**config.mk**
```make
export PLATFORM = sky130hd
export DESIGN_NAME = piso_serializer_flat
export DESIGN_NICKNAME = d
export VERILOG_FILES = /design/src/rtl/piso_serializer_pkg.sv /design/src/rtl/piso_serializer_if.sv /design/src/rtl/piso_serializer_bit_counter.sv /design/src/rtl/piso_serializer.sv /design/src/flat_wrapper.sv
export SDC_FILE = /design/constraint.sdc
export NUM_CORES = 1
export LEC_CHECK = 0
export BUFFER_PORTS_ARGS = -buffer_cell sky130_fd_sc_hd__buf_2
export CORE_MARGIN = 8
export CORE_UTILIZATION = 29
export CTS_CLUSTER_DIAMETER = 40
export DETAILED_ROUTE_END_ITERATION = 16
export GPL_TIMING_DRIVEN = 0
export PLACE_DENSITY_LB_ADDON = 0.2
export SYNTH_ARGS = -nofsm -noshare
export SYNTH_HDL_FRONTEND = slang
export SYNTH_SLANG_ARGS = --single-unit
```
**constraint.sdc**
```tcl
create_clock -name clk -period 2.6 [get_ports clk]
set_input_delay 0.52 -clock clk [delete_from_list [all_inputs] [get_ports clk]]
set_output_delay 0.52 -clock clk [all_outputs]
set_load 0.02 [all_outputs]
```
**src/rtl/piso_serializer_pkg.sv**
```systemverilog
// Shared definitions for the parametrised PISO serializer: state encodings and counter sizing.
package piso_serializer_pkg;

    localparam logic [0:0] ST_IDLE  = 1'b0;
    localparam logic [0:0] ST_SHIFT = 1'b1;

    // Down-counter width able to hold WIDTH-1; never narrower than one bit.
    function automatic int cnt_width(input int n);
        return (n > 1) ? $clog2(n) : 1;
    endfunction

endpackage

```
**src/rtl/piso_serializer_if.sv**
```systemverilog
// Producer-facing handshake plus serial output bundle of the PISO serializer.
interface piso_serializer_if #(
    parameter int WIDTH = 8
);
    logic [WIDTH-1:0] in_data;
    logic             in_valid;
    logic             in_ready;
    logic             msb_first;
    logic             out;
    logic             out_valid;
    logic             last;

    modport master (
        output in_data, in_valid, msb_first,
        input  in_ready, out, out_valid, last
    );

    modport slave (
        input  in_data, in_valid, msb_first,
        output in_ready, out, out_valid, last
    );
endinterface

```
**src/rtl/piso_serializer_bit_counter.sv**
```systemverilog
// Loadable down-counter with zero flag; holds the bits-remaining count of the frame in flight.
module bit_counter
    import piso_serializer_pkg::*;
#(
    parameter int N  = 8,
    parameter int CW = cnt_width(N)
) (
    input  logic          clk,
    input  logic          rst,
    input  logic          load,
    input  logic [CW-1:0] load_val,
    input  logic          dec,
    output logic [CW-1:0] cnt,
    output logic          zero
);

    always_ff @(posedge clk or negedge rst) begin
        if (!rst) begin
            cnt <= '0;
        end else if (load) begin
            cnt <= load_val;
        end else if (dec && (cnt != '0)) begin
            cnt <= cnt - 1'b1;
        end
    end

    assign zero = (cnt == '0);

endmodule

```
**src/rtl/piso_serializer.sv**
```systemverilog
// Parallel-in/serial-out shifter: accepts a WIDTH-bit word on valid/ready and emits one bit
// per clock, MSB- or LSB-first per word, with back-to-back words streaming without a gap.
module piso_serializer
    import piso_serializer_pkg::*;
#(
    parameter int   WIDTH      = 8,
    parameter logic IDLE_LEVEL = 1'b0
) (
    input logic                clk,
    input logic                rst,
    piso_serializer_if.slave   bus
);

    localparam int             CW       = cnt_width(WIDTH);
    localparam logic [CW-1:0]  LOAD_VAL = CW'(WIDTH - 1);

    generate
        if (WIDTH < 2) begin : g_width_chk
            $error("piso_serializer: WIDTH must be >= 2");
        end
    endgenerate

    logic [0:0]       state;
    logic [WIDTH-1:0] shreg;
    logic             mode;
    logic             out_q;
    logic [CW-1:0]    cnt;
    logic             cnt_zero;

    logic             shifting;
    logic             ready;
    logic             accept;
    logic             first_bit;
    logic             next_bit;

    assign shifting = (state == ST_SHIFT);
    // Ready again on the final bit so the next word follows it with no idle cycle.
    assign ready    = !shifting || cnt_zero;
    assign accept   = bus.in_valid && ready;

    assign first_bit = bus.msb_first ? bus.in_data[WIDTH-1] : bus.in_data[0];
    // Bit 0 of the frame is already on out when shreg is loaded, so the next bit
    // sits one position in from the output end.
    assign next_bit  = mode ? shreg[WIDTH-2] : shreg[1];

    bit_counter #(
        .N  (WIDTH),
        .CW (CW)
    ) u_bit_counter (
        .clk      (clk),
        .rst      (rst),
        .load     (accept),
        .load_val (LOAD_VAL),
        .dec      (shifting),
        .cnt      (cnt),
        .zero     (cnt_zero)
    );

    always_ff @(posedge clk or negedge rst) begin
        if (!rst) begin
            state <= ST_IDLE;
            shreg <= '0;
            mode  <= 1'b0;
            out_q <= IDLE_LEVEL;
        end else if (accept) begin
            state <= ST_SHIFT;
            shreg <= bus.in_data;
            mode  <= bus.msb_first;
            out_q <= first_bit;
        end else if (shifting) begin
            if (cnt_zero) begin
                state <= ST_IDLE;
                out_q <= IDLE_LEVEL;
            end else begin
                shreg <= mode ? (shreg << 1) : (shreg >> 1);
                out_q <= next_bit;
            end
        end
    end

    assign bus.in_ready  = ready;
    assign bus.out       = out_q;
    assign bus.out_valid = shifting;
    assign bus.last      = shifting && cnt_zero;

endmodule
```
**src/flat_wrapper.sv**
```systemverilog
// flat-port wrapper written by rule: the top's interface ports become plain ports
module piso_serializer_flat import piso_serializer_pkg::*;
#(
    parameter int   WIDTH      = 8,
    parameter logic IDLE_LEVEL = 1'b0
)
  (clk, rst, bus_in_data, bus_in_valid, bus_msb_first, bus_in_ready, bus_out, bus_out_valid, bus_last);
  piso_serializer_if #(.WIDTH(WIDTH)) bus_i ();
  input logic clk;
  input logic rst;
  input wire logic [$bits(bus_i.in_data)-1:0] bus_in_data;
  input wire logic [$bits(bus_i.in_valid)-1:0] bus_in_valid;
  input wire logic [$bits(bus_i.msb_first)-1:0] bus_msb_first;
  output wire logic [$bits(bus_i.in_ready)-1:0] bus_in_ready;
  output wire logic [$bits(bus_i.out)-1:0] bus_out;
  output wire logic [$bits(bus_i.out_valid)-1:0] bus_out_valid;
  output wire logic [$bits(bus_i.last)-1:0] bus_last;
  assign bus_i.in_data = bus_in_data;
  assign bus_i.in_valid = bus_in_valid;
  assign bus_i.msb_first = bus_msb_first;
  assign bus_in_ready = bus_i.in_ready;
  assign bus_out = bus_i.out;
  assign bus_out_valid = bus_i.out_valid;
  assign bus_last = bus_i.last;
  piso_serializer #(.WIDTH(WIDTH), .IDLE_LEVEL(IDLE_LEVEL)) u_core (.clk(clk), .rst(rst), .bus(bus_i));
endmodule
```
Word level (Yosys, flattened, before mapping)
Cells that the tools add are included.

storage, ports and cells
  register bits after elaboration = 14
  bits in latches = 0
  RAM bits = 0
  memory bits (read-only) = 0
  input bits = 12
  output and inout bits = 4
  logic and storage cells = 31
  memories kept = 0

cells by class
  $add $sub $neg = 1
  multipliers = 0
  div/mod/pow operators = 0
  magnitude comparators = 0
  eq/ne operators = 1
  shift operators = 0
  muxes and demuxes = 14
  bitwise logic cells = 0
  reduce and logical (&&, ||, !) cells = 10

operators with widths
  operator                                                             count
  8-bit two-way mux                                                    4
  1-bit two-way mux                                                    8
  3-bit two-way mux                                                    2
  2-bit nonzero test                                                   2
  1-bit logical AND                                                    3
  3-bit zero test                                                      1
  3-bit nonzero test                                                   1
  3-bit by 1-bit subtractor with 3-bit output (second input constant)  1
  2-bit inequality test (second input constant)                        1
  2-bit AND reduction                                                  1
  1-bit zero test                                                      1
  1-bit logical OR                                                     1

Depth between registers and ports, before layout
Gate-level depths: netlist of run 1.

  depth in word-level cells = 5
  gate-level depth with buffers = 6
  mapped depth without buffers = 5

Modules after synthesis
A second synthesis of run 1 with hierarchy kept.

unflattened totals
  cell total of the unflattened synthesis = 77
  area, all modules = 823.3 um2

modules (own cells, without submodules)
  module           instances  cells each  area each (um2)  sequential area each (um2)
  piso_serializer  1          58          615.6            275.3
  bit_counter      1          19          207.7            75.1

Worst setup path after synthesis of run 1
Ideal clock, no wire load.

  kind = reg-to-output
  from = register u_core.state, in the netlist u_core.bus.out_valid
  to = output port bus_last
  arrival time = 1,066 ps
  data required time = 2,080 ps
  setup slack = 1,014 ps
  stages on the path, launching flop included = 4
  path buffers = 1
  cells stage by stage = dfrtp_1 clkbuf_1 inv_2 nor2_1

on the way
  cells in the longest elaborated chain, start to end = 1

ends and longest elaborated chain
  item                    RTL line               text
  start, declared         piso_serializer.sv:23  logic [0:0] state;
  start signal, assigned  piso_serializer.sv:61  state <= ST_IDLE;
  start signal, assigned  piso_serializer.sv:66  state <= ST_SHIFT;
  start signal, assigned  piso_serializer.sv:72  state <= ST_IDLE;
  1-bit logical AND       piso_serializer.sv:84  assign bus.last = shifting && cnt_zero;
  end, declared           flat_wrapper.sv:17     output wire logic [$bits(bus_i.last)-1:0] bus_last;

Every way passes these cells.

Worst setup path after layout of run 1
  from = register u_core.u_bit_counter.cnt[0]
  to = output port bus_in_ready

on the way
  cells in the longest elaborated chain, start to end = 2

ends and longest elaborated chain
  item                    RTL line                           text
  start, declared         piso_serializer_bit_counter.sv:13  output logic [CW-1:0] cnt,
  start signal, assigned  piso_serializer_bit_counter.sv:21  cnt <= load_val;
  start signal, assigned  piso_serializer_bit_counter.sv:23  cnt <= cnt - 1'b1;
  3-bit zero test         piso_serializer_bit_counter.sv:27  assign zero = (cnt == '0);
  1-bit logical OR        piso_serializer.sv:38              assign ready = !shifting || cnt_zero;
  end, declared           flat_wrapper.sv:14                 output wire logic [$bits(bus_i.in_ready)-1:0] bus_in_ready;

Every way passes these cells.

==> results of run 1 <==
==> cells in the final DEF, fill, tap and decap left out <==
cell	n
clkbuf_4	3
nor3_1	1
a21o_1	1
mux2_4	1
a31oi_1	1
nor2_1	3
a211oi_1	2
buf_6	1
buf_4	1
inv_2	1
ha_1	2
buf_2	16
inv_1	2
mux2_1	1
dfrtp_1	14
mux2_2	1
nand2b_1	3
and3_1	1
nor4_1	1
clkbuf_1	1
nand2_1	2
mux2i_1	23
a32o_1	1
a21boi_1	1
==> metal layers <==
metal | wire length (um) | up-vias | track usage
met1 | 789 | 268 | 0.0929
met4 | 0 | 0 | 0.0153
li1 | - | 274 | -
met2 | 735 | 15 | 0.121
met5 | 0 | - | 0
met3 | 126 | 0 | 0.0409
==> power by group <==
group / leakage, nW / switching [W] / internal (W) / total (W)
combinational: 0.276 / 0.000221 / 0.000228 / 0.000449
clock: 0.0138 / 0.0000764 / 0.0000538 / 0.000130
sequential: 0.170 / 0.0000682 / 0.000315 / 0.000383
==> critical path, stage by stage (launching register included) <==
cell and delay [ps]:
dfrtp_1 410, inv_1 80, ha_1 170, nand2b_1 170, nand2_1 130, buf_4 220, buf_2 200
==> worst max path at each step <==
stage,startpoint,endpoint,slack (ps),cells after the start
floorplan,u_core.bus.out_valid$_DFF_PN0_,bus_last,1010,3
global placement,u_core.u_bit_counter.cnt[0]$_DFFE_PN0P_,bus_in_ready,740,6
detailed placement,u_core.u_bit_counter.cnt[0]$_DFFE_PN0P_,bus_in_ready,720,6
CTS,u_core.u_bit_counter.cnt[0]$_DFFE_PN0P_,bus_in_ready,390,6
global route,u_core.u_bit_counter.cnt[0]$_DFFE_PN0P_,bus_in_ready,270,6
finish,u_core.u_bit_counter.cnt[0]$_DFFE_PN0P_,bus_in_ready,410,6
==> cells by family after synthesis <==
logic type | Yosys count | synth area share
flip-flops | 14 | 0.444
buffers and inverters | 8 | 0.0556
multiplexers | 26 | 0.340
adder cells (fa/ha/maj) | 2 | 0.0317
AND/OR/NAND/NOR | 11 | 0.0699
AO/OA/AOI/OAI | 6 | 0.0587
==> through the flow <==
step | worst slack (ps) | instances | total power [W] | hold slack [ps] | instance area [um2]
after detailed placement | 722 | 112 | 0.000844 | 448 | 897
after global placement | 741 | 112 | 0.000830 | 442 | 897
after global routing | 274 | 115 | 0.00104 | 142 | 920
after CTS | 393 | 115 | 0.000978 | 134 | 920
after floorplan | 1010 | 67 | 0.000735 | 224 | 788
final | 405 | 115 | 0.000962 | 121 | 920
==> state kept, by name, indices dropped and copies added, names as in the netlist <==
| signal | cells |
|---|---|
| u_core.shreg | 8 |
| u_core.u_bit_counter.cnt | 3 |
| u_core.bus.out | 1 |
| u_core.bus.out_valid | 1 |
| u_core.mode | 1 |
==> layout make-up <==
class                           count  share of cell area
Multi-Input combinational cell     45               0.429
Sequential cell                    14               0.381
Timing Repair Buffer               14              0.0762
Tap cell                           31              0.0422
Buffer                              5              0.0354
Clock buffer                        3              0.0245
Inverter                            3              0.0122
==> metrics.txt, run 1 <==
reported leakage power 0.460 nW; mapped cell area 788 um2; Slew Viols, Final 0; clk_lat worst skew 280 ps; reg-to-reg setup timing slack 1070 ps; Initial Util 0.296; period utilization 0.844; fraction of registers with async set/reset 1.00; maximum vdd drop 0.599 mV; Arr. time, crit path 1670 ps; area inside the core boundary 0.00266 mm2; number of antenna violations at the first check in global routing 0; area growth from synthesis to final layout 16.7%; routed length per placed instance 14.4 um; highest net fanout along the worst path 10; Unique masters post-synth 23; Iter 0 DRT Violations 10; post-CTS setup buffer count 0; clock tree from TritonCTS done; worst min-delay path category in2async; number of flops mapped to enable cells by yosys 0; number of max-cap violations 0; most frequent cells after synthesis mux2i_1 (23), dfrtp_1 (14), nand2b_1 (3), nor2_1 (3); first-pass GRT wire length 2680 um; multi-input logic area 394 um2; setup repair after global routing missed its margin no; cell depth of the worst flop-to-flop path 5; net count of the mapped netlist 81; number of fill cells in the layout 286; crit start category flip-flop; number of search-and-repair iterations in the first detailed-routing pass 2; die area 0.00464 mm2; number of buffers inserted by port buffering 14; global-route total usage across every layer 0.0773; number of global-route vias before repair 566; classification of the worst setup path reg2out; CTS H-tree depth 1; clock skew 4.49 ps; Pwr per Cell Area 1050 mW/mm2; CTS sink count 14; register cell area after layout 350 um2; cell at the root of the clock tree clkbuf_4; final weighted congestion in routability-driven placement 0.662; number of nets still failing antenna checks after routing 0; final antenna diode count 0; worst reg2reg startpoint u_core.u_bit_counter.cnt[0]$_DFFE_PN0P_; final setup violating endpoints 0; Max-Slew Margin vs Limit 0.750; result of the run complete, no violations; top cell type's share of synthesized area 0.444; post-synthesis sequential area ratio 0.444; # IOs 16; count leader, synth mux2i_1; leading register cell type out of synthesis dfrtp_1; share of post-route cells with drive strength above 1 0.286; CP Data Required Time 2080 ps; DRC errors left 0; worst flop-to-flop path endpoint u_core.mode$_DFFE_PN0P_; overall overflow remaining after global route 0; share of the core filled with cells 0.345; vias 557; crit path capture type output port; biggest area contributors in the synthesized netlist dfrtp_1 (44%), mux2i_1 (29%), ha_1 (3.2%), nand2b_1 (2.4%), a211oi_1 (1.9%); Final Routed Wirelength 1650 um; hold violation count in the final report 0; Post-CTS Hold Buffers 0; setup_tns 0 ps; via/cell ratio 4.84; Resized cells post-CTS 0; row cnt 19; floorplan die height 68.1 um; pin count of the biggest net entering global routing 15; per-instance average area after synthesis 11.8 um2; library cell occupying the most area in the post-synthesis netlist dfrtp_1; buffers from clock root to sink, at most 2; Max Freq 456 MHz; CTS clock-pin slew for the worst setup and hold paths 90 ps; Yosys warnings 0; CTS Buf Count 3; transition time at the pin with the least slew margin 375 ps; fin nets 100; die boundary width 68.1 um; number of instances in the synthesized netlist 67; Seq cells post-synth 14; post-layout min period 2190 ps
(Power assumes the default switching activity.)
==> run 2, diff against run 1 <==
Settings changed: ABC_AREA set to 1.
Clock period 2.6 ns to 1.8 ns, I/O delays scaled along.
==> metrics.txt, run 2 <==
number of global-route vias before repair 685 (was 566); crit path capture type output port (unchanged); library cell occupying the most area in the post-synthesis netlist dfrtp_1 (unchanged); Sequential Power Share 0.354 (was 0.398); max reg flops 8 (unchanged); post-placement worst setup slack 444 ps (was 722 ps); Slew Viols, Final 0 (unchanged); first-pass GRT wire length 2930 um (was 2680 um); number of search-and-repair iterations in the first detailed-routing pass 4 (was 2); Seq cells post-synth 14 (unchanged); DRC errors left 0 (unchanged); leading register cell type out of synthesis dfrtp_1 (unchanged); cell depth of the worst flop-to-flop path 8 (was 5); most frequent cells after synthesis nand2_1 (34), dfrtp_1 (14), nand3_1 (12) (was mux2i_1 (23), dfrtp_1 (14), nand2b_1 (3), nor2_1 (3)); top cell type's share of synthesized area 0.455 (was 0.444); share of the core filled with cells 0.371 (was 0.345); buffers from clock root to sink, at most 2 (unchanged); Worst Hold Launch bus_in_data[3]; Arr. time, crit path 1310 ps (was 1670 ps); fraction of registers with async set/reset 1.00 (unchanged); clk_lat worst skew 280 ps (about the same); # IOs 16 (unchanged); fraction of power spent switching nets 0.427 (was 0.380); Iter 0 DRT Violations 23 (was 10); fraction of power consumed by the clock network 0.140 (was 0.135); Initial Util 0.308 (was 0.296); Max-Slew Margin vs Limit 0.783 (was 0.750); die area 0.00456 mm2 (was 0.00464 mm2); classification of the worst setup path reg2out (unchanged); area growth from synthesis to final layout 20.7% (was 16.7%); clock tree from TritonCTS done (unchanged); critical path, cell by cell inv_1 -> ha_1 -> nand2_4 -> nor2_1 -> buf_2 (was inv_1 -> ha_1 -> nand2b_1 -> nand2_1 -> buf_4 -> buf_2); switching power of the nets 0.000689 W (was 0.000366 W); count leader, synth nand2_1 (was mux2i_1); number of flops mapped to enable cells by yosys 0 (unchanged); Overall Power 0.00161 W (was 0.000962 W); multi-input logic area 340 um2 (was 394 um2); Yosys warnings 0 (unchanged); routed length per placed instance 11.0 um (was 14.4 um); Regs by FF count u_core.shreg x8, u_core.u_bit_counter.cnt x3 (unchanged); worst min-delay path category in2reg (was in2async); final antenna diode count 0 (unchanged); CTS clock-pin slew for the worst setup and hold paths 90 ps (about the same); number of antenna violations at the first check in global routing 0 (unchanged); floorplan die height 67.5 um (was 68.1 um); Final Routed Wirelength 1650 um (about the same); overall overflow remaining after global route 0 (unchanged); top library cells by usage in the layout, fill and taps aside nand2_1 (34), buf_2 (15), dfrtp_1 (14), nand3_1 (12), inv_1 (10) (was mux2i_1 (23), buf_2 (16), dfrtp_1 (14)); pin count of the biggest net entering global routing 15 (unchanged); most common library cell in the layout ignoring fill and taps nand2_1 (was mux2i_1); clock skew 2.93 ps (was 4.49 ps); critical path startpoint u_core.u_bit_counter.cnt[0]$_DFFE_PN0P_ (unchanged); reported leakage power 0.501 nW (was 0.460 nW); Pint 0.000926 W (was 0.000596 W); mapped cell area 769 um2 (was 788 um2); Post-CTS Hold Buffers 1 (was 0); share of post-route cells with drive strength above 1 0.252 (was 0.286); transition time at the pin with the least slew margin 325 ps (was 375 ps); cell count along the critical path 5 (was 6); register cell area after layout 350 um2 (unchanged); largest stage delay on the critical path 360 ps (was 410 ps); fin nets 134 (was 100); period utilization 0.927; global-route total usage across every layer 0.0839 (was 0.0773); Bufs and invs on worst path 2 (was 3); area inside the core boundary 0.00250 mm2 (was 0.00266 mm2); post-layout min period 1670 ps; Max Freq 599 MHz; Unique masters post-synth 14 (was 23); CTS H-tree depth 1 (unchanged); per-instance average area after synthesis 7.77 um2 (was 11.8 um2); maximum vdd drop 0.597 mV (was 0.599 mV); Crit-path slowest cell dfrtp_1 (unchanged); biggest area contributors in the synthesized netlist dfrtp_1 (46%), nand2_1 (17%), nand3_1 (7.8%), o211ai_1 (5.9%), inv_1 (4.9%) (was dfrtp_1 (44%), mux2i_1 (29%), ha_1 (3.2%), nand2b_1 (2.4%), a211oi_1 (1.9%)); number of buffers inserted by port buffering 15 (was 14); via/cell ratio 4.60 (was 4.84); Largest delay share family, worst path flip-flops (was buffers and inverters); number of instances in the synthesized netlist 99 (was 67); row cnt 18 (was 19); Pwr per Cell Area 1740 mW/mm2 (was 1050 mW/mm2); register ranked first by flip-flop count u_core.shreg (unchanged); cell at the root of the clock tree clkbuf_4 (unchanged); CP Data Required Time 1440 ps (was 2080 ps); result of the run complete, no violations (unchanged); final weighted congestion in routability-driven placement 0.783 (was 0.662); number of max-cap violations 0 (unchanged); highest net fanout along the worst path 4 (was 10); post-CTS setup buffer count 0 (unchanged); number of fill cells in the layout 255 (was 286); final setup violating endpoints 0 (unchanged); post-synthesis sequential area ratio 0.455 (was 0.444); detailed placer's ending HPWL 1270 um; die boundary width 67.5 um (was 68.1 um); number of nets still failing antenna checks after routing 0 (unchanged); net count of the mapped netlist 113 (was 81); Resized cells post-CTS 0 (unchanged); CTS sink count 14 (unchanged); combinational power share 0.506 (was 0.467); crit start category flip-flop (unchanged); vias 685 (was 557); CTS Buf Count 3 (unchanged); setup repair after global routing missed its margin no (unchanged); cell depth of the worst min-delay path 3; final worst-path setup slack 131 ps (was 405 ps); hold violation count in the final report 0 (unchanged); worst reg2reg startpoint u_core.u_bit_counter.cnt[0]$_DFFE_PN0P_ (unchanged); setup_tns 0 ps (unchanged)
run 2: cell count changes in the layout (fill, tap and decap cells not counted), sizes merged, moves of 2 or more:
cell	delta
a211oi	-2
inv	+12
mux2	-3
mux2i	-23
nand2	+36
nand2b	-3
nand3	+12
o211ai	+6
o21ai	+4
or2	+2
run 2: metrics by stage:
stage / area, um2 / hold slack (ps) / std cells
6_report: 928 / 297 / 149
5_1_grt: 928 / 291 / 149
4_1_cts: 928 / 287 / 149
3_5_place_dp: 882 / 288 / 144
3_3_place_gp: 882 / 289 / 144
2_1_floorplan: 769 / 64.4 / 99
run 2: per-layer routing:
metal | track usage | up-vias | wire length, um
met2 | 0.135 | 11 | 746
li1 | - | 353 | -
met1 | 0.0937 | 317 | 779
met3 | 0.0265 | 4 | 85
met5 | 0 | - | 0
met4 | 0.0548 | 0 | 34
run 2: worst paths after layout:
path / to / slack (ps)
min in group asynchronous: u_core.u_bit_counter.cnt[1]$_DFFE_PN0P_ / 500
setup reg to reg: u_core.shreg[4]$_DFFE_PN0P_ / 480
max in group asynchronous: u_core.shreg[1]$_DFFE_PN0P_ / 1060
hold / removal: u_core.shreg[3]$_DFFE_PN0P_ / 300
setup / recovery: bus_last / 130
hold reg to reg: u_core.bus.out$_DFFE_PN0P_ / 490
run 2: kinds of logic after synthesis:
logic type / Yosys count / share of synthesized area
AND/OR/NAND/NOR: 56 / 0.325
flip-flops: 14 / 0.455
AO/OA/AOI/OAI: 10 / 0.0845
buffers and inverters: 17 / 0.102
adder cells (fa/ha/maj): 2 / 0.0325
run 2: cell type report:
cell class / instances / area share
multi-input cells: 68 / 0.367
plain buffers: 2 / 0.0243
repair buffers: 16 / 0.0916
flip-flops and latches: 14 / 0.377
inverters: 15 / 0.0606
clock buffers: 4 / 0.0391
well taps: 30 / 0.0404
run 2: worst min-delay path, cell delays in order:
cell	delay, ps
buf_2	70
nand2_1	40
nand3_1	70
run 2: power by group through the flow:
stage	logic, W	registers, W	clock network [W]
6_report	0.000817	0.000571	0.000227
5_1_grt	0.000944	0.000594	0.000246
4_1_cts	0.000834	0.000570	0.000239
3_5_place_dp	0.000828	0.000576	0
3_3_place_gp	0.000811	0.000576	0
2_1_floorplan	0.000630	0.000578	0
==> run 3, diff against run 2 <==
Settings changed: CORE_ASPECT_RATIO set to 1.4.
==> metrics.txt, run 3 (synthesized netlist as in run 2, its figures left out) <==
Iter 0 DRT Violations 23 (unchanged); Post-CTS Hold Buffers 1 (unchanged); reg-to-reg setup timing slack 490 ps (was 480 ps); Crit-path slowest cell dfrtp_1 (unchanged); classification of the worst setup path reg2out (unchanged); number of max-cap violations 0 (unchanged); number of buffers inserted by port buffering 15 (unchanged); row cnt 22 (was 18); cell depth of the worst min-delay path 3 (unchanged); Slew Viols, Final 0 (unchanged); cell at the root of the clock tree clkbuf_4 (unchanged); WHS Endpoint u_core.shreg[3]$_DFFE_PN0P_ (unchanged); reported leakage power 0.501 nW (unchanged); register ranked first by flip-flop count u_core.shreg (unchanged); worst min-delay path category in2reg (unchanged); setup repair after global routing missed its margin no (unchanged); cell depth of the worst flop-to-flop path 8 (unchanged); final antenna diode count 0 (unchanged); Regs by FF count u_core.shreg x8, u_core.u_bit_counter.cnt x3 (unchanged); number of global-route vias before repair 702 (was 685); worst flop-to-flop path endpoint u_core.shreg[5]$_DFFE_PN0P_ (was u_core.shreg[4]$_DFFE_PN0P_); floorplan die height 77.0 um (was 67.5 um); Final Routed Wirelength 1660 um (was 1650 um); Resized cells post-CTS 0 (unchanged); Max-Slew Margin vs Limit 0.780 (was 0.783); global-route total usage across every layer 0.0825 (was 0.0839); Initial Util 0.297 (was 0.308); Arr. time, crit path 1290 ps (was 1310 ps); die boundary width 59.5 um (was 67.5 um); via/cell ratio 4.28 (was 4.60); area growth from synthesis to final layout 21.6% (was 20.7%); result of the run complete, no violations (unchanged); routed length per placed instance 10.7 um (was 11.0 um); pin count of the biggest net entering global routing 15 (unchanged); crit start category flip-flop (unchanged); Critical Path Most Common Cell nand2_4; max reg flops 8 (unchanged); vias 663 (was 685); CTS sink count 14 (unchanged); clock tree from TritonCTS done (unchanged); fin nets 134 (unchanged); share of post-route cells with drive strength above 1 0.252 (unchanged); most common library cell in the layout ignoring fill and taps nand2_1 (unchanged); maximum vdd drop 0.522 mV (was 0.597 mV); critical path, cell by cell inv_1 -> ha_1 -> nand2_4 -> nand2_4 -> buf_2 (was inv_1 -> ha_1 -> nand2_4 -> nor2_1 -> buf_2); final setup violating endpoints 0 (unchanged); highest net fanout along the worst path 5 (was 4); # IOs 16 (unchanged); hold violation count in the final report 0 (unchanged); Largest delay share family, worst path flip-flops (unchanged); post-placement worst setup slack 452 ps (was 444 ps); crit path capture type output port (unchanged); Bufs and invs on worst path 2 (unchanged); transition time at the pin with the least slew margin 330 ps (was 325 ps); top library cells by usage in the layout, fill and taps aside nand2_1 (34), buf_2 (15), dfrtp_1 (14), nand3_1 (12), inv_1 (10) (unchanged); Overall Power 0.00162 W (was 0.00161 W); clock skew 10.9 ps (was 2.93 ps); Pwr per Cell Area 1730 mW/mm2 (was 1740 mW/mm2); post-CTS setup buffer count 0 (unchanged); period utilization 0.918 (was 0.927); CTS H-tree depth 1 (unchanged); Max Freq 605 MHz (was 599 MHz); final weighted congestion in routability-driven placement 0.761 (was 0.783); worst reg2reg startpoint u_core.u_bit_counter.cnt[0]$_DFFE_PN0P_ (unchanged); number of nets still failing antenna checks after routing 0 (unchanged); first-pass GRT wire length 2970 um (was 2930 um); setup_tns 0 ps (unchanged); Worst Hold Launch bus_in_data[3] (unchanged); final worst-path setup slack 148 ps (was 131 ps); CTS clock-pin slew for the worst setup and hold paths 90 ps (about the same); CTS Buf Count 3 (unchanged); number of search-and-repair iterations in the first detailed-routing pass 4 (unchanged); largest stage delay on the critical path 360 ps (about the same); CP Data Required Time 1440 ps (about the same); die area 0.00458 mm2 (was 0.00456 mm2); DRC errors left 0 (unchanged); buffers from clock root to sink, at most 2 (unchanged); number of antenna violations at the first check in global routing 0 (unchanged); overall overflow remaining after global route 0 (unchanged); detailed placer's ending HPWL 1220 um (was 1270 um); clk_lat worst skew 290 ps (was 280 ps); area inside the core boundary 0.00259 mm2 (was 0.00250 mm2); post-layout min period 1650 ps (was 1670 ps)
-- run 3: cell counts in the layout (fill, tap and decap cells not counted) --
Identical to the previous run, type by type.
-- run 3: final cells by class --
class | count | area, um2
buffer | 2 | 22.5
clock buffer | 4 | 36.3
fill | 321 | 1650
inverter | 15 | 56.3
multi-input combinational | 68 | 340
sequential | 14 | 350
tap | 36 | 45.0
timing repair buffer | 16 | 85.1
-- run 3: worst reg2reg max path: cells and delay by family, from the launching register on --
kind            cells  cell delay, ps
buf+inv             3             290
simple gates        3             250
flops               1             360
fa+ha+maj           1             210
compound gates      1              80
-- run 3: report_power, final --
part           internal, W  switching, W
Clock             0.000123      0.000110
Sequential        0.000474     0.0000998
Combinational     0.000328      0.000487
-- run 3: routing by layer --
metal  up-vias  routed length [um]  global-route usage
met3         4                 112              0.0234
met4         0                  45              0.0504
met2        16                 737               0.123
li1        351                   -                   -
met5         -                   0                   0
met1       292                 763               0.100
-- run 3: per-stage QoR --
stage / util / cell area, um2 / hold slack, ps / instances
4_1_cts: 0.362 / 936 / 272 / 155
3_3_place_gp: 0.344 / 890 / 283 / 150
2_1_floorplan: - / 769 / 64.4 / 99
3_5_place_dp: 0.344 / 890 / 289 / 150
5_1_grt: 0.362 / 936 / 283 / 155
6_report: 0.362 / 936 / 275 / 155
-- run 3: how the worst max path moves through the flow --
| stage | start | endpoint | slack (ps) | cells past startpoint |
|---|---|---|---|---|
| CTS | u_core.u_bit_counter.cnt[0]$_DFFE_PN0P_ | bus_in_ready | 130 | 5 |
| global placement | u_core.u_bit_counter.cnt[0]$_DFFE_PN0P_ | bus_in_ready | 460 | 5 |
| detailed placement | u_core.u_bit_counter.cnt[0]$_DFFE_PN0P_ | bus_in_ready | 450 | 5 |
| global route | u_core.u_bit_counter.cnt[0]$_DFFE_PN0P_ | bus_in_ready | 60 | 5 |
| floorplan | u_core.u_bit_counter.cnt[0]$_DFFE_PN0P_ | bus_last | 460 | 4 |
| finish | u_core.u_bit_counter.cnt[0]$_DFFE_PN0P_ | bus_in_ready | 150 | 5 |
